==> src/rtl/addr_tr_digit_serial.sv <==
// addr_tr_digit_serial
// Fault-detecting unsigned adder. It computes a + b one DIGIT-bit slice at a
// time. Each slice is evaluated twice: once in true logic (PRI) and once in
// complemented logic (CHK). If the two results disagree, the slice is retried.
// When the shared retry budget runs out, the block reports err and forces sum
// to zero.
//
// Ports:
//   clk        rising-edge clock
//   rst_n      asynchronous active-low reset
//   in_valid   operands valid        / in_ready   block can accept operands
//   a, b       WIDTH-bit unsigned operands, sampled on the accept edge
//   inj_mask   DIGIT+1-bit test hook, XORed into the primary slice result
//   out_valid  result valid          / out_ready  downstream takes the result
//   sum        WIDTH+1-bit a + b, zero when err is set
//   err        retry budget exhausted, result untrustworthy
//   retry_cnt  retries consumed by the current/last operation
module addr_tr_digit_serial #(
    parameter  int WIDTH     = 16,
    parameter  int DIGIT     = 4,
    parameter  int MAX_RETRY = 2,
    localparam int NS        = WIDTH / DIGIT,
    localparam int RW        = ($clog2(MAX_RETRY + 1) > 1) ? $clog2(MAX_RETRY + 1) : 1,
    localparam int KW        = (NS > 1) ? $clog2(NS) : 1
) (
    input  logic             clk,
    input  logic             rst_n,
    input  logic             in_valid,
    output logic             in_ready,
    input  logic [WIDTH-1:0] a,
    input  logic [WIDTH-1:0] b,
    input  logic [DIGIT:0]   inj_mask,
    output logic             out_valid,
    input  logic             out_ready,
    output logic [WIDTH:0]   sum,
    output logic             err,
    output logic [RW-1:0]    retry_cnt
);

    typedef enum logic [1:0] {
        S_IDLE = 2'd0,
        S_PRI  = 2'd1,
        S_CHK  = 2'd2,
        S_DONE = 2'd3
    } state_t;

    state_t           r_state;
    state_t           w_next;
    logic [WIDTH-1:0] r_a;
    logic [WIDTH-1:0] r_b;
    logic             r_c;
    logic [DIGIT:0]   r_p;
    logic [WIDTH:0]   r_sum;
    logic             r_err;
    logic [RW-1:0]    r_retry;
    logic [KW-1:0]    r_k;
    logic             r_out_valid;
    logic             r_in_ready;

    logic [DIGIT-1:0] w_a_sl [NS];
    logic [DIGIT-1:0] w_b_sl [NS];
    logic [DIGIT-1:0] w_a_k;
    logic [DIGIT-1:0] w_b_k;
    logic [DIGIT:0]   w_p;
    logic [DIGIT:0]   w_q;
    logic             w_match;
    logic             w_last;
    logic             w_can_retry;
    logic [WIDTH:0]   w_sum_upd;

    // Split the latched operands into slices so that slice k is a plain mux.
    for (genvar gi = 0; gi < NS; gi++) begin : g_slice
        assign w_a_sl[gi] = r_a[gi*DIGIT +: DIGIT];
        assign w_b_sl[gi] = r_b[gi*DIGIT +: DIGIT];
    end

    assign w_a_k = w_a_sl[r_k];
    assign w_b_k = w_b_sl[r_k];

    // Primary adder in true logic. The injection mask models a fault on its output.
    assign w_p = ({1'b0, w_a_k} + {1'b0, w_b_k} + {{DIGIT{1'b0}}, r_c}) ^ inj_mask;

    // Checker adder in complemented logic. Fault free, it yields ~p because
    // ~a + ~b + ~c = 2^(DIGIT+1) - 1 - (a + b + c).
    assign w_q = {1'b0, ~w_a_k} + {1'b0, ~w_b_k} + {{DIGIT{1'b0}}, ~r_c};

    assign w_match     = (~w_q == r_p);
    assign w_last      = (r_k == KW'(NS - 1));
    assign w_can_retry = (r_retry < RW'(MAX_RETRY));

    // Sum register with slice k replaced by the checked result.
    // The final carry goes into the top bit.
    always_comb begin
        w_sum_upd = r_sum;
        for (int i = 0; i < NS; i++) begin
            w_sum_upd[i*DIGIT +: DIGIT] = (r_k == KW'(i)) ? r_p[DIGIT-1:0]
                                                           : r_sum[i*DIGIT +: DIGIT];
        end
        w_sum_upd[WIDTH] = w_last ? r_p[DIGIT] : r_sum[WIDTH];
    end

    // Next-state logic of the control FSM.
    always_comb begin
        w_next = r_state;
        case (r_state)
            S_IDLE: begin
                if (in_valid) begin
                    w_next = S_PRI;
                end else begin
                    w_next = S_IDLE;
                end
            end
            S_PRI: begin
                w_next = S_CHK;
            end
            S_CHK: begin
                if (w_match) begin
                    w_next = w_last ? S_DONE : S_PRI;
                end else if (w_can_retry) begin
                    w_next = S_PRI;
                end else begin
                    w_next = S_DONE;
                end
            end
            S_DONE: begin
                if (out_ready) begin
                    w_next = S_IDLE;
                end else begin
                    w_next = S_DONE;
                end
            end
            default: begin
                w_next = S_IDLE;
            end
        endcase
    end

    // State register plus registered handshake outputs, which follow the next state.
    always_ff @(posedge clk or negedge rst_n) begin
        if (!rst_n) begin
            r_state     <= S_IDLE;
            r_out_valid <= 1'b0;
            r_in_ready  <= 1'b1;
        end else begin
            r_state     <= w_next;
            r_out_valid <= (w_next == S_DONE);
            r_in_ready  <= (w_next == S_IDLE);
        end
    end

    // Datapath: operand latch, primary result, carry, slice index, sum, error and retries.
    always_ff @(posedge clk or negedge rst_n) begin
        if (!rst_n) begin
            r_a     <= {WIDTH{1'b0}};
            r_b     <= {WIDTH{1'b0}};
            r_c     <= 1'b0;
            r_p     <= {(DIGIT+1){1'b0}};
            r_sum   <= {(WIDTH+1){1'b0}};
            r_err   <= 1'b0;
            r_retry <= {RW{1'b0}};
            r_k     <= {KW{1'b0}};
        end else begin
            case (r_state)
                S_IDLE: begin
                    if (in_valid) begin
                        r_a     <= a;
                        r_b     <= b;
                        r_c     <= 1'b0;
                        r_sum   <= {(WIDTH+1){1'b0}};
                        r_err   <= 1'b0;
                        r_retry <= {RW{1'b0}};
                        r_k     <= {KW{1'b0}};
                    end
                end
                S_PRI: begin
                    r_p <= w_p;
                end
                S_CHK: begin
                    if (w_match) begin
                        r_sum <= w_sum_upd;
                        r_c   <= r_p[DIGIT];
                        if (!w_last) begin
                            r_k <= r_k + KW'(1);
                        end
                    end else if (w_can_retry) begin
                        // Same slice again. The carry is left untouched.
                        r_retry <= r_retry + RW'(1);
                    end else begin
                        r_err <= 1'b1;
                        r_sum <= {(WIDTH+1){1'b0}};
                    end
                end
                S_DONE: begin
                    r_p <= r_p;
                end
                default: begin
                    r_p <= r_p;
                end
            endcase
        end
    end

    assign in_ready  = r_in_ready;
    assign out_valid = r_out_valid;
    assign sum       = r_sum;
    assign err       = r_err;
    assign retry_cnt = r_retry;

endmodule

==> config.mk <==
export PLATFORM = sky130hd
export DESIGN_NAME = addr_tr_digit_serial
export DESIGN_NICKNAME = d
export VERILOG_FILES = /design/src/rtl/addr_tr_digit_serial.sv
export SDC_FILE = /design/constraint.sdc
export NUM_CORES = 1
export LEC_CHECK = 0
export BUFFER_PORTS_ARGS = -buffer_cell sky130_fd_sc_hd__buf_4
export CAP_MARGIN = 20
export CORE_ASPECT_RATIO = 1.1
export CORE_UTILIZATION = 38
export DETAILED_ROUTE_END_ITERATION = 16
export PLACE_DENSITY = 0.71
export REMOVE_ABC_BUFFERS = 1
export SKIP_LAST_GASP = 1
export SLEW_MARGIN = 25
export SYNTH_ARGS = -nofsm -noshare
export SYNTH_HDL_FRONTEND = slang
export SYNTH_SLANG_ARGS = --single-unit
export TNS_END_PERCENT = 100
==> constraint.sdc <==
create_clock -name clk -period 3.2 [get_ports clk]
set_clock_uncertainty 0.05 [all_clocks]
set_input_delay 0.16 -clock clk [delete_from_list [all_inputs] [get_ports clk]]
set_output_delay 0.16 -clock clk [all_outputs]
set_load 0.03 [all_outputs]
Word-level counts from Yosys, hierarchy flattened
Index checks and enable logic that the tools add are counted.
Operators by class
  $add $sub $neg: 6
  order comparisons: 2
  equality and inequality tests: 19
  multiplexer cells: 34
  bitwise operators: 6
  reduce and logical (&&, ||, !) cells: 13
Operators by type and width (count)
  2-to-1 mux 17 bit: 3
  one-hot mux 17 bit (2 select lines): 1
  2-to-1 mux 4 bit: 8
  AND reduction 4 bit: 7
  2-to-1 mux 2 bit: 9
  binary-select mux 4 bit (select 2 bit): 2
  inequality test 3 bit (second input constant): 5
  inequality test 2 bit (second input constant): 6
  adder 4 x 4 -> 5 bit: 2
  adder 5 x 1 -> 5 bit: 2
  equality test 2 bit (second input constant): 5
  NOT 4 bit: 2
  one-hot mux 2 bit (2 select lines): 2
  one-hot mux 2 bit (4 select lines): 1
  logical NOT 2 bit: 3
  2-to-1 mux 1 bit: 6
  equality test 5 bit: 1
  NOT 5 bit: 1
  XOR 5 bit: 1
  adder 2 x 1 -> 2 bit (second input constant): 2
  equality test 2 x 1 -> 1 bit (second input constant): 2
  one-hot mux 1 bit (2 select lines): 2
  >= comparator 3 bit (second input constant): 1
  NOT 2 -> 3 bit: 1
  5 further kinds: 5
Storage, ports and cells
  register bits: 64
  input bits: 41
  output and inout port bits: 22
  logic and storage cells: 94

Longest topological paths before layout
Gate-level depths: netlist of the first run.
  depth in word-level cells: 12
  depth in mapped cells: 11
  gate-level depth less buffers: 9

Worst setup path before layout of the first run
OpenSTA, ideal clock, no wires.
  kind: register to register
  start point: reg r_k[0]
  end point: reg r_sum[0] (netlist: sum[0])
  library setup time: 0.126 ns
  arrival time: 3.324 ns
  required time: 3.024 ns
  setup slack: -0.300 ns
  stages on the path, launching flop included: 12
  buffers on the path: 2
  period minus slack after synthesis: 3.500 ns
  cell sequence: dfrtp_1 > clkbuf_1 > mux4_2 > inv_1 > fa_1 > fa_1 > and3_2 > o21ai_1 > o211ai_2 > a21o_1 > buf_6 > a221o_1
Between the ends
  cells in the longest elaborated chain, start to end: 11
  elaborated cells between the ends (all ways): 19
  those cells by class: add/sub (2); eq/ne (3); mux (8); bitwise (4); reduce/logical (2)
Ends and longest elaborated chain
  from (decl): line 56  | logic [KW-1:0] r_k;
  from (signal assigned): line 161  | r_k <= {KW{1'b0}};
  from (signal assigned): line 172  | r_k <= {KW{1'b0}};
  from (signal assigned): line 183  | r_k <= r_k + KW'(1);
  NOT 2 -> 3 bit (implied by the code): line 77, 78
  binary-select mux 4 bit (select 2 bit) (on tied branches): line 77, 78
  2-to-1 mux 4 bit (on tied branches) (2 in series): line 77, 78
  NOT 4 bit: line 85  | assign w_q = {1'b0, ~w_a_k} + {1'b0, ~w_b_k} + {{DIGIT{1'b0}}, ~r_c};
  adder 4 x 4 -> 5 bit: line 85
  adder 5 x 1 -> 5 bit: line 85
  NOT 5 bit: line 87  | assign w_match = (~w_q == r_p);
  equality test 5 bit: line 87
  inequality test 3 bit (no line) or 2-to-1 mux 17 bit (tied branches)
  AND reduction 4 bit (no line) or one-hot mux 17 bit (2 select lines) (tied branches)
  to (signal assigned): line 158  | r_sum <= {(WIDTH+1){1'b0}};
  to (signal assigned): line 169  | r_sum <= {(WIDTH+1){1'b0}};
  to (signal assigned): line 180  | r_sum <= w_sum_upd;
  to (decl): line 53  | logic [WIDTH:0] r_sum;
Several ways; a longest one is shown, not always the timed one. The select of a mux whose other input is x is not followed.
A chain may end at the register's enable or synchronous reset.

Final worst setup path of the first run
  start point: reg r_k[0]
  end point: reg r_sum[2] (netlist: sum[2])
Same word-level chain as after synthesis.

==> results of run 1 <==
state kept, by name (all words and copies together), names as in the netlist:
register / cells
r_state: 2
sum: 17
in_ready: 1
r_k: 2
retry_cnt: 2
err: 1
r_p: 5
r_a: 16
out_valid: 1
r_c: 1
r_b: 16
tightest hold or removal path: stages:
cell,delay (ns)
buf_4,0.08
or3_1,0.09
o21ai_0,0.07
repair_timing:
item                       CTS  global route
hold endpoints to repair    95             0
pin swaps                    1             2
hold buffers                33             0
gates resized for setup      3            23
setup endpoints to repair   18            23
buffers inserted             2             2
through the flow:
step	hold slack, ns	util	setup TNS, ns	setup slack, ns	power [mW]
5_1_grt	0.02470	0.5541	-0.5062	-0.07796	4.818
2_1_floorplan	-0.1856	-	-2.048	-0.1673	2.876
6_report	0.01802	0.5541	0	0.04079	4.453
4_1_cts	0.0006331	0.5380	0	0.009806	4.312
3_3_place_gp	0.2302	0.4741	-0.03780	-0.01949	3.494
3_5_place_dp	0.2453	0.4741	-0.6648	-0.08362	3.577
power by group through the flow:
stage          Sequential (mW)  Combinational (mW)  Clock, mW
2_1_floorplan             1.38                1.50          0
3_3_place_gp              1.34                2.15          0
3_5_place_dp              1.36                2.22          0
4_1_cts                   1.35                2.29      0.674
5_1_grt                   1.39                2.71      0.710
6_report                  1.35                2.45      0.657
synth_stat cells (2+ instances only):
cell type	number
inv_1	30
nor2_1	3
mux2i_1	3
nor4_1	15
mux4_2	8
a21o_1	4
xor2_1	6
nor3_1	3
a32o_1	6
ha_1	10
a221o_2	2
xnor2_1	4
o21ai_0	9
a221o_1	7
a21oi_1	7
nand2b_1	2
a211o_1	3
and3_2	2
nand3_1	5
buf_6	4
dfrtp_1	63
clkbuf_1	12
fa_1	3
nand2_1	114
kinds of logic after synthesis:
| group | synth area share |
|---|---|
| simple gates | 0.1948 |
| flops | 0.4727 |
| buf+inv | 0.06347 |
| compound gates | 0.1192 |
| fa+ha+maj | 0.05461 |
| xor+xnor | 0.03321 |
| mux | 0.06199 |
layer usage:
layer,track usage,vias up,wire (microns)
li1,-,1380,-
met5,0,-,0
met4,0.05529,0,144
met2,0.3157,75,3791
met1,0.2317,1327,3393
met3,0.04148,17,297
worst paths after layout:
kind / from / to / depth (start not counted)
worst max-delay path: r_k[0] / sum[2] / 10
worst max register to register: r_k[0] / sum[2] / 10
max in group asynchronous: rst_n / r_k[0] / 2
min in group asynchronous: rst_n / sum[3] / 2
worst min register to register: r_b[11] / r_b[11] / 2
worst min-delay path: in_valid / in_ready / 3
area by class of cell:
cell class / count / area (sq um)
Fill cell: 783 / 3789
Timing Repair Buffer: 115 / 977.2
Inverter: 30 / 112.6
Multi-Input combinational cell: 233 / 1688
Clock inverter: 7 / 62.56
Tap cell: 111 / 138.9
Clock buffer: 9 / 123.9
Sequential cell: 64 / 1604
==> results.md, run 1 <==
* Area Overhead vs Synth at 38.82%
* Worst skew pair latency at 0.34 ns
* Die width at 92.07 microns
* H-tree levels at 3
* Reg clk slew, reported paths at 0.07 ns
* CP max FO at 8
* Fin cells at 569
* Synth Register Bits at 64
* Area post-placement at 4028 sq um
* Max-cap violations at 0
* Worst hold-check path type: in -> reg
* Worst Setup End Kind: flip-flop
* Ratio of final minimum period to clock period at 0.9873
* Post-synth EDFFs at 0
* Most frequent cells in the layout: 114 x nand2_1, 76 x buf_4, 62 x dfrtp_1
* Clock share of power at 0.147
* Final Wtd Congestion at 0.8322
* DRC Markers at 0
* Most common cell after layout, fill and taps aside: nand2_1
* Status: completed
* Pin count of the biggest net entering global routing at 65
* Tmin final at 3.159 ns
* Syn avg cell area at 9.828 sq um
* Flop pwr share at 0.303
* CTS root buf: clkbuf_8
* CTS Sinks at 64
* I/O Pins at 63
* Distinct cells, synth at 44
* Dominant synthesized flop cell: dfrtp_1
* Share of cells above drive strength 1 at 0.3057
* Initial DRC Count at 111
* Worst-margin pin slew at 0.8009 ns
* Vias in the first global route at 2875
* Post-route ant nets at 0
* Req. time, crit path at 3.43 ns
* Crit-path cells: mux4_2 > inv_1 > fa_2 > fa_2 > xor2_2 > and3_4 > o2111ai_4 > buf_6 > nor4_1 > a211o_1
* Synth top area cells: dfrtp_1 46%, nand2_1 13%, mux4_2 5.3%, ha_1 3.7%, inv_1 3.3%
* CTS tree: done
* Unrepaired setup endpoints after global routing: true
* Initial core utilization at 0.3991
* Hold Vio Cnt, Final at 0
* Dpl cells at 516
* Die Area at 9305 sq um
* Maximum VDD drop at 0.3476 mV
* Endpoints failing setup at 0
* Post-route cell area at 4707 sq um
* Cells after Synth at 345
* Switching share of total power at 0.4278
* PD cells at 946.0 nW/um^2
* Grt ovf at 0
* Post-synthesis sequential area ratio at 0.4727
* 1st-pass router iterations at 4
* Comb pwr share at 0.549
* IO buf count at 62
* Vias/cell at 4.919
* First-pass GRT wire length at 13450 microns
* Max Fclk at 0.3165 GHz
* Row count at 35
* Share of synthesized registers carrying an async set or reset at 1.000
* Slew margin rel. at 0.4661
* Mapped Area at 3391 sq um
* N_diodes at 0
* Routed Wire Length at 7626 microns
* Antenna violations before repair at 0
* Internal Power at 2.548 mW
* Routed via count at 2799
* CTS buffer count at 9
* Psw at 1.905 mW
* WL/cell at 13.40 microns
* Crit path buf inv count at 2
* Die height at 101.1 microns
* Final nets at 507
* YS warnings at 0
* Slew Viols, Final at 0
* Leakage at 2.295 nW
* CP arrival at 3.39 ns
* Peak per-stage delay on the critical path at 0.56 ns
* Area share of the largest cell type after synthesis at 0.4649
* Crit Path Class: reg -> reg
* Slowest-stage cell, CP: fa_2
* Tot GR Track Use at 0.1838
* Post-DP HPWL at 5437 microns
* Worst reg2reg setup slack at 0.04 ns
* Startpoint types: flip-flop
* Largest area contributor in the netlist: dfrtp_1
* Core footprint at 8496 sq um
* Most common cell on crit path: fa_2
* Crit-path leading delay family: adder cells
* CTS Buffer Depth at 2
(Power assumes the default switching activity.)
==> run 2, diff against run 1 <==
MAX_ROUTING_LAYER = met4   (was unset)
==> run 2 against run 1 <==
  * Worst hold slack got worse by 0.0025 ns
  * Setup slack gained 0.068 ns
  * Core utilization up 0.12 points
  * Design area is 0.21% higher
  * Final cell count is the same
  * First-iteration DRC count grew 24%
  * Sequential power barely moved
  * Critical path type unchanged
==> results.md, run 2 (synthesis results as in run 1) <==
* Status: completed (unchanged)
* Final worst setup slack at 0.1093 ns (was 0.04079 ns)
* Multi-input combinational cell area at 1698 sq um (was 1688 sq um)
* WL/cell at 13.41 microns (was 13.40 microns)
* Final nets at 507 (unchanged)
* Worst hold-check path type: in -> reg (unchanged)
* Worst-margin pin slew at 0.7956 ns (was 0.8009 ns)
* Slew margin rel. at 0.4696 (was 0.4661)
* Unrepaired setup endpoints after global routing: true (unchanged)
* PD cells at 945.6 nW/um^2 (was 946.0 nW/um^2)
* CP max FO at 8 (unchanged)
* Post-DP HPWL at 5437 microns (unchanged)
* IO buf count at 62 (unchanged)
* Routed via count at 2790 (was 2799)
* Tmin final at 3.091 ns (was 3.159 ns)
* CTS Sinks at 64 (unchanged)
* Fill count at 782 (was 783)
* Final Wtd Congestion at 0.8450 (was 0.8322)
* First-pass GRT wire length at 13440 microns (was 13450 microns)
* Row count at 35 (unchanged)
* Req. time, crit path at 3.43 ns (about the same)
* Die Area at 9305 sq um (unchanged)
* Most common cell after layout, fill and taps aside: nand2_1 (unchanged)
* Initial core utilization at 0.3991 (unchanged)
* Max-cap violations at 0 (unchanged)
* Vias in the first global route at 2877 (was 2875)
* Area Overhead vs Synth at 39.11% (was 38.82%)
* Psw at 1.909 mW (was 1.905 mW)
* DP Worst Slack at -0.08362 ns (unchanged)
* Comb pwr share at 0.550 (was 0.549)
* Tot GR Track Use at 0.1894 (was 0.1838)
* Crit Path Class: reg -> reg (unchanged)
* Slew Viols, Final at 0 (unchanged)
* Max Fclk at 0.3235 GHz (was 0.3165 GHz)
* Global routing usage on met1 at 0.2317 (unchanged)
* I/O Pins at 63 (unchanged)
* Core Util, Final at 0.5552 (was 0.5541)
* Reg clk slew, reported paths at 0.07 ns (about the same)
* Switching share of total power at 0.4281 (was 0.4278)
* Pin count of the biggest net entering global routing at 65 (unchanged)
* Ratio of final minimum period to clock period at 0.9659 (was 0.9873)
* Hold Vio Cnt, Final at 0 (unchanged)
* CTS buffer count at 9 (unchanged)
* Share of cells above drive strength 1 at 0.3100 (was 0.3057)
* Grt ovf at 0 (unchanged)
* GRT Max-Usage Layer: met2 (unchanged)
* Core footprint at 8496 sq um (unchanged)
* Flop pwr share at 0.302 (was 0.303)
* Max FFs per register at 17 (unchanged)
* Routed Wire Length at 7631 microns (was 7626 microns)
* CTS root buf: clkbuf_8 (unchanged)
* Startpoint types: flip-flop (unchanged)
* CTS tree: done (unchanged)
* Endpoints failing setup at 0 (unchanged)
* CP arrival at 3.32 ns (was 3.39 ns)
* Met2 Use GR at 0.3157 (unchanged)
* Antenna violations before repair at 0 (unchanged)
* Post-route ant nets at 0 (unchanged)
* Met3 global-route usage at 0.04148 (unchanged)
* Most frequent cells in the layout: 114 x nand2_1, 76 x buf_4, 62 x dfrtp_1 (unchanged)
* Maximum VDD drop at 0.3420 mV (was 0.3476 mV)
* Clock share of power at 0.148 (was 0.147)
* Worst skew pair latency at 0.34 ns (about the same)
* Sequential cell area at 1604 sq um (unchanged)
* Die height at 101.1 microns (unchanged)
* Leakage at 2.296 nW (was 2.295 nW)
* N_diodes at 0 (unchanged)
* DRC Markers at 0 (unchanged)
* Hold WS at 0.01553 ns (was 0.01802 ns)
* Die width at 92.07 microns (unchanged)
* H-tree levels at 3 (unchanged)
* 1st-pass router iterations at 4 (unchanged)
* Vias/cell at 4.903 (was 4.919)
* Initial DRC Count at 138 (was 111)
* Final TNS setup at 0 ns (unchanged)
* Internal Power at 2.551 mW (was 2.548 mW)
* Worst Setup End Kind: flip-flop (unchanged)
* Power, Total at 4.460 mW (was 4.453 mW)
* CTS Buffer Depth at 2 (unchanged)
run 2: cell counts in the layout (fill, tap and decap cells not counted):
Identical to the previous run, type by type.
run 2: per-layer routing:
layer / vias up / share of wire
li1: 1380 / -
met1: 1325 / 0.44
met2: 68 / 0.50
met3: 17 / 0.039
met4: 0 / 0.018
met5: - / 0
run 2: per-stage QoR:
step,cells,instance area [sq um]
final,569,4717
after global routing,569,4717
after CTS,567,4571
after detailed placement,516,4028
after global placement,516,4028
after floorplan,327,3288
run 2: repair_timing:
action / 4_1_cts / 5_1_grt
hold buffers: 33 / 0
resized for setup: 3 / 25
endpoints found under the hold margin: 95 / 0
buffers inserted: 2 / 2
endpoints found under the setup margin: 18 / 23
pin swaps: 1 / 2
run 2: area by class of cell:
| class | count | share of cell area |
|---|---|---|
| Inverter | 30 | 0.02387 |
| Sequential cell | 64 | 0.3401 |
| Clock inverter | 7 | 0.01326 |
| Tap cell | 111 | 0.02944 |
| Timing Repair Buffer | 115 | 0.2072 |
| Multi-Input combinational cell | 233 | 0.3599 |
| Clock buffer | 9 | 0.02626 |
run 2: worst max-delay path, stage by stage, from the launching register on:
cell       delay, ns
dfrtp_2         0.44
mux4_2          0.33
inv_1           0.05
fa_2            0.38
fa_2            0.56
xor2_2          0.18
and3_4          0.21
o2111ai_4       0.20
buf_6           0.22
nor4_1          0.26
a211o_1         0.15
run 2: final timing paths:
check	cells past startpoint	slack [ns]	to	start
max	10	0.11	sum[2]	r_k[0]
min	3	0.02	in_ready	in_valid
max reg2reg	10	0.11	sum[2]	r_k[0]
min reg2reg	2	0.42	r_b[11]	r_b[11]
max in group asynchronous	2	2.13	r_k[0]	rst_n
min in group asynchronous	2	0.39	sum[3]	rst_n
run 2: power groups by stage:
| stage | clock network, mW | logic [mW] | registers (mW) |
|---|---|---|---|
| final | 0.659 | 2.45 | 1.35 |
| after global routing | 0.709 | 2.72 | 1.40 |
| after global placement | 0 | 2.15 | 1.34 |
| after detailed placement | 0 | 2.22 | 1.36 |
| after CTS | 0.674 | 2.29 | 1.35 |
| after floorplan | 0 | 1.50 | 1.38 |
==> run 3, diff against run 2 <==
PLACE_DENSITY = 0.69   (was 0.71)
clock period = 3.79 ns   (was 3.2 ns; I/O delays follow)
==> run 3 against run 2 <==
  * Wire length down 1.9%
  * Largest cell class is now flip-flops and latches
  * Sequential share of layout area rose by 1.9 points
  * Total power shrank 20%
  * First-iteration DRC count decreased by 22%
  * Core utilization down 3.0 points
  * Global-route usage decreased by 0.85 points
  * Register-to-register slack gained 0.18 ns
==> results.md, run 3 (synthesis results as in run 1) <==
* Crit-path cells: buf_4 > mux4_2 > inv_1 > ha_1 > a21oi_1 > a21oi_1 > o2111ai_4 > buf_4 > nor3_4 > a221o_1 (was mux4_2 > inv_1 > fa_2 > fa_2 > xor2_2 > and3_4 > o2111ai_4 > buf_6 > nor4_1 > a211o_1)
* Hold path depth at 3 (unchanged)
* Worst hold start: a[14] (was in_valid)
* Max Fclk at 0.2858 GHz (was 0.3235 GHz)
* Slew margin rel. at 0.4671 (was 0.4696)
* Vias in the first global route at 2645 (was 2877)
* Die width at 92.07 microns (unchanged)
* Crit-path leading delay family: compound AO/OA/AOI/OAI gates (was adder cells)
* Initial core utilization at 0.3991 (unchanged)
* Area Overhead vs Synth at 31.48% (was 39.11%)
* Post-DP HPWL at 5224 microns (was 5437 microns)
* Most frequent cells in the layout: 114 x nand2_1, 66 x buf_4, 63 x dfrtp_1 (was 114 x nand2_1, 76 x buf_4, 62 x dfrtp_1)
* Tmin final at 3.499 ns (was 3.091 ns)
* Initial DRC Count at 108 (was 138)
* Worst-margin pin slew at 0.7993 ns (was 0.7956 ns)
* Routed via count at 2734 (was 2790)
* Reg clk slew, reported paths at 0.07 ns (about the same)
* H-tree levels at 3 (unchanged)
* Share of cells above drive strength 1 at 0.2369 (was 0.3100)
* Most common cell after layout, fill and taps aside: nand2_1 (unchanged)
* Final Wtd Congestion at 0.8866 (was 0.8450)
* Antenna violations before repair at 0 (unchanged)
* Pin count of the biggest net entering global routing at 65 (unchanged)
* 1st-pass router iterations at 4 (unchanged)
* CTS root buf: clkbuf_8 (unchanged)
* Worst hold-check path type: in -> reg (unchanged)
* First-pass GRT wire length at 12650 microns (was 13440 microns)
* CTS Sinks at 64 (unchanged)
* Reg2Reg Depth at 10 (unchanged)
* Routed Wire Length at 7489 microns (was 7631 microns)
* Endpoints failing setup at 0 (unchanged)
* Row count at 35 (unchanged)
* Startpoint types: flip-flop (unchanged)
* CTS tree: done (unchanged)
* Max-cap violations at 0 (unchanged)
* Slowest-stage cell, CP: mux4_2 (was fa_2)
* Leakage at 2.184 nW (was 2.296 nW)
* Die height at 101.1 microns (unchanged)
* Post-CTS setup buffers at 0 (was 2)
* Ratio of final minimum period to clock period at 0.9231 (was 0.9659)
* Final worst setup slack at 0.2914 ns (was 0.1093 ns)
* WHS Endpoint: r_a[14] (was in_ready)
* Hold Vio Cnt, Final at 0 (unchanged)
* Post-route ant nets at 0 (unchanged)
* IO buf count at 62 (unchanged)
* Grt ovf at 0 (unchanged)
* I/O Pins at 63 (unchanged)
* PD cells at 803.3 nW/um^2 (was 945.6 nW/um^2)
* DRC Markers at 0 (unchanged)
* Vias/cell at 4.971 (was 4.903)
* Worst flop-to-flop path endpoint: sum[1] (was sum[2])
* Die Area at 9305 sq um (unchanged)
* WL/cell at 13.62 microns (was 13.41 microns)
* CTS buffer count at 9 (unchanged)
* Power, Total at 3.581 mW (was 4.460 mW)
* Slew Viols, Final at 0 (unchanged)
* Final TNS setup at 0 ns (unchanged)
* CP max FO at 16 (was 8)
* Final nets at 488 (was 507)
* Unrepaired setup endpoints after global routing: false (was true)
* Worst reg2reg setup slack at 0.29 ns (was 0.11 ns)
* DP Worst Slack at 0.3410 ns (was -0.08362 ns)
* Maximum VDD drop at 0.3404 mV (was 0.3420 mV)
* Hold WS at 0.01530 ns (was 0.01553 ns)
* Core Util, Final at 0.5247 (was 0.5552)
* Max FFs per register at 17 (unchanged)
* Worst Setup End Kind: flip-flop (unchanged)
* Core footprint at 8496 sq um (unchanged)
* Status: completed (unchanged)
* CTS Buffer Depth at 2 (unchanged)
* Reg2reg start: r_k[0] (unchanged)
* CP arrival at 3.67 ns (was 3.32 ns)
* Crit Path Class: reg -> reg (unchanged)
* Crit path buf inv count at 3 (was 2)
* Worst skew pair latency at 0.34 ns (about the same)
* N_diodes at 0 (unchanged)
* Peak per-stage delay on the critical path at 0.53 ns (was 0.56 ns)
* Req. time, crit path at 3.96 ns (was 3.43 ns)
* Tot GR Track Use at 0.1809 (was 0.1894)
## run 3: final cells by class
class,count,area [sq um]
fillers,789,4038
flip-flops and latches,64,1603
multi-input cells,233,1575
repair buffers,96,795.8
clock buffers,14,172.7
well taps,111,138.9
inverters,30,112.6
clock inverters,2,60.06
## run 3: where the power goes
part           switching, mW  internal [mW]
logic                   1.02          0.737
registers              0.210          0.934
clock network          0.253          0.425
total                   1.49           2.10
## run 3: worst max path at each step
| stage | start | end | slack, ns | cells after the start |
|---|---|---|---|---|
| after floorplan | r_k[0] | r_c | 0.42 | 9 |
| after global placement | r_k[0] | sum[3] | 0.43 | 10 |
| after detailed placement | r_k[0] | r_c | 0.34 | 9 |
| after CTS | r_k[0] | sum[1] | 0.30 | 10 |
| after global routing | r_k[0] | sum[1] | 0.09 | 10 |
| final | r_k[0] | sum[1] | 0.29 | 10 |
## run 3: what timing repair did
action                                  in CTS  in global routing
endpoints found under the setup margin       0                  0
endpoints found under the hold margin       92                  0
gates resized for setup                      0                  0
hold buffers                                30                  0
## run 3: per-stage QoR
stage	cell area, sq um	cells
detailed placement	3925	504
floorplan	3288	327
global placement	3925	504
CTS	4458	550
global route	4458	550
finish	4458	550
## run 3: worst min-delay path: cells and delay by family
family                 cells  cell delay [ns]
buffers and inverters      1             0.08
AND/OR/NAND/NOR            2             0.10
## run 3: layer usage
metal  wire [microns]  up-vias  global-route usage  part of all wire
met4              111        0             0.08053             0.015
li1                 -     1347                   -                 -
met3              330       10             0.02866             0.044
met5                0        -                   -                 0
met2             3606       68              0.2813              0.48
met1             3440     1309              0.2344              0.46
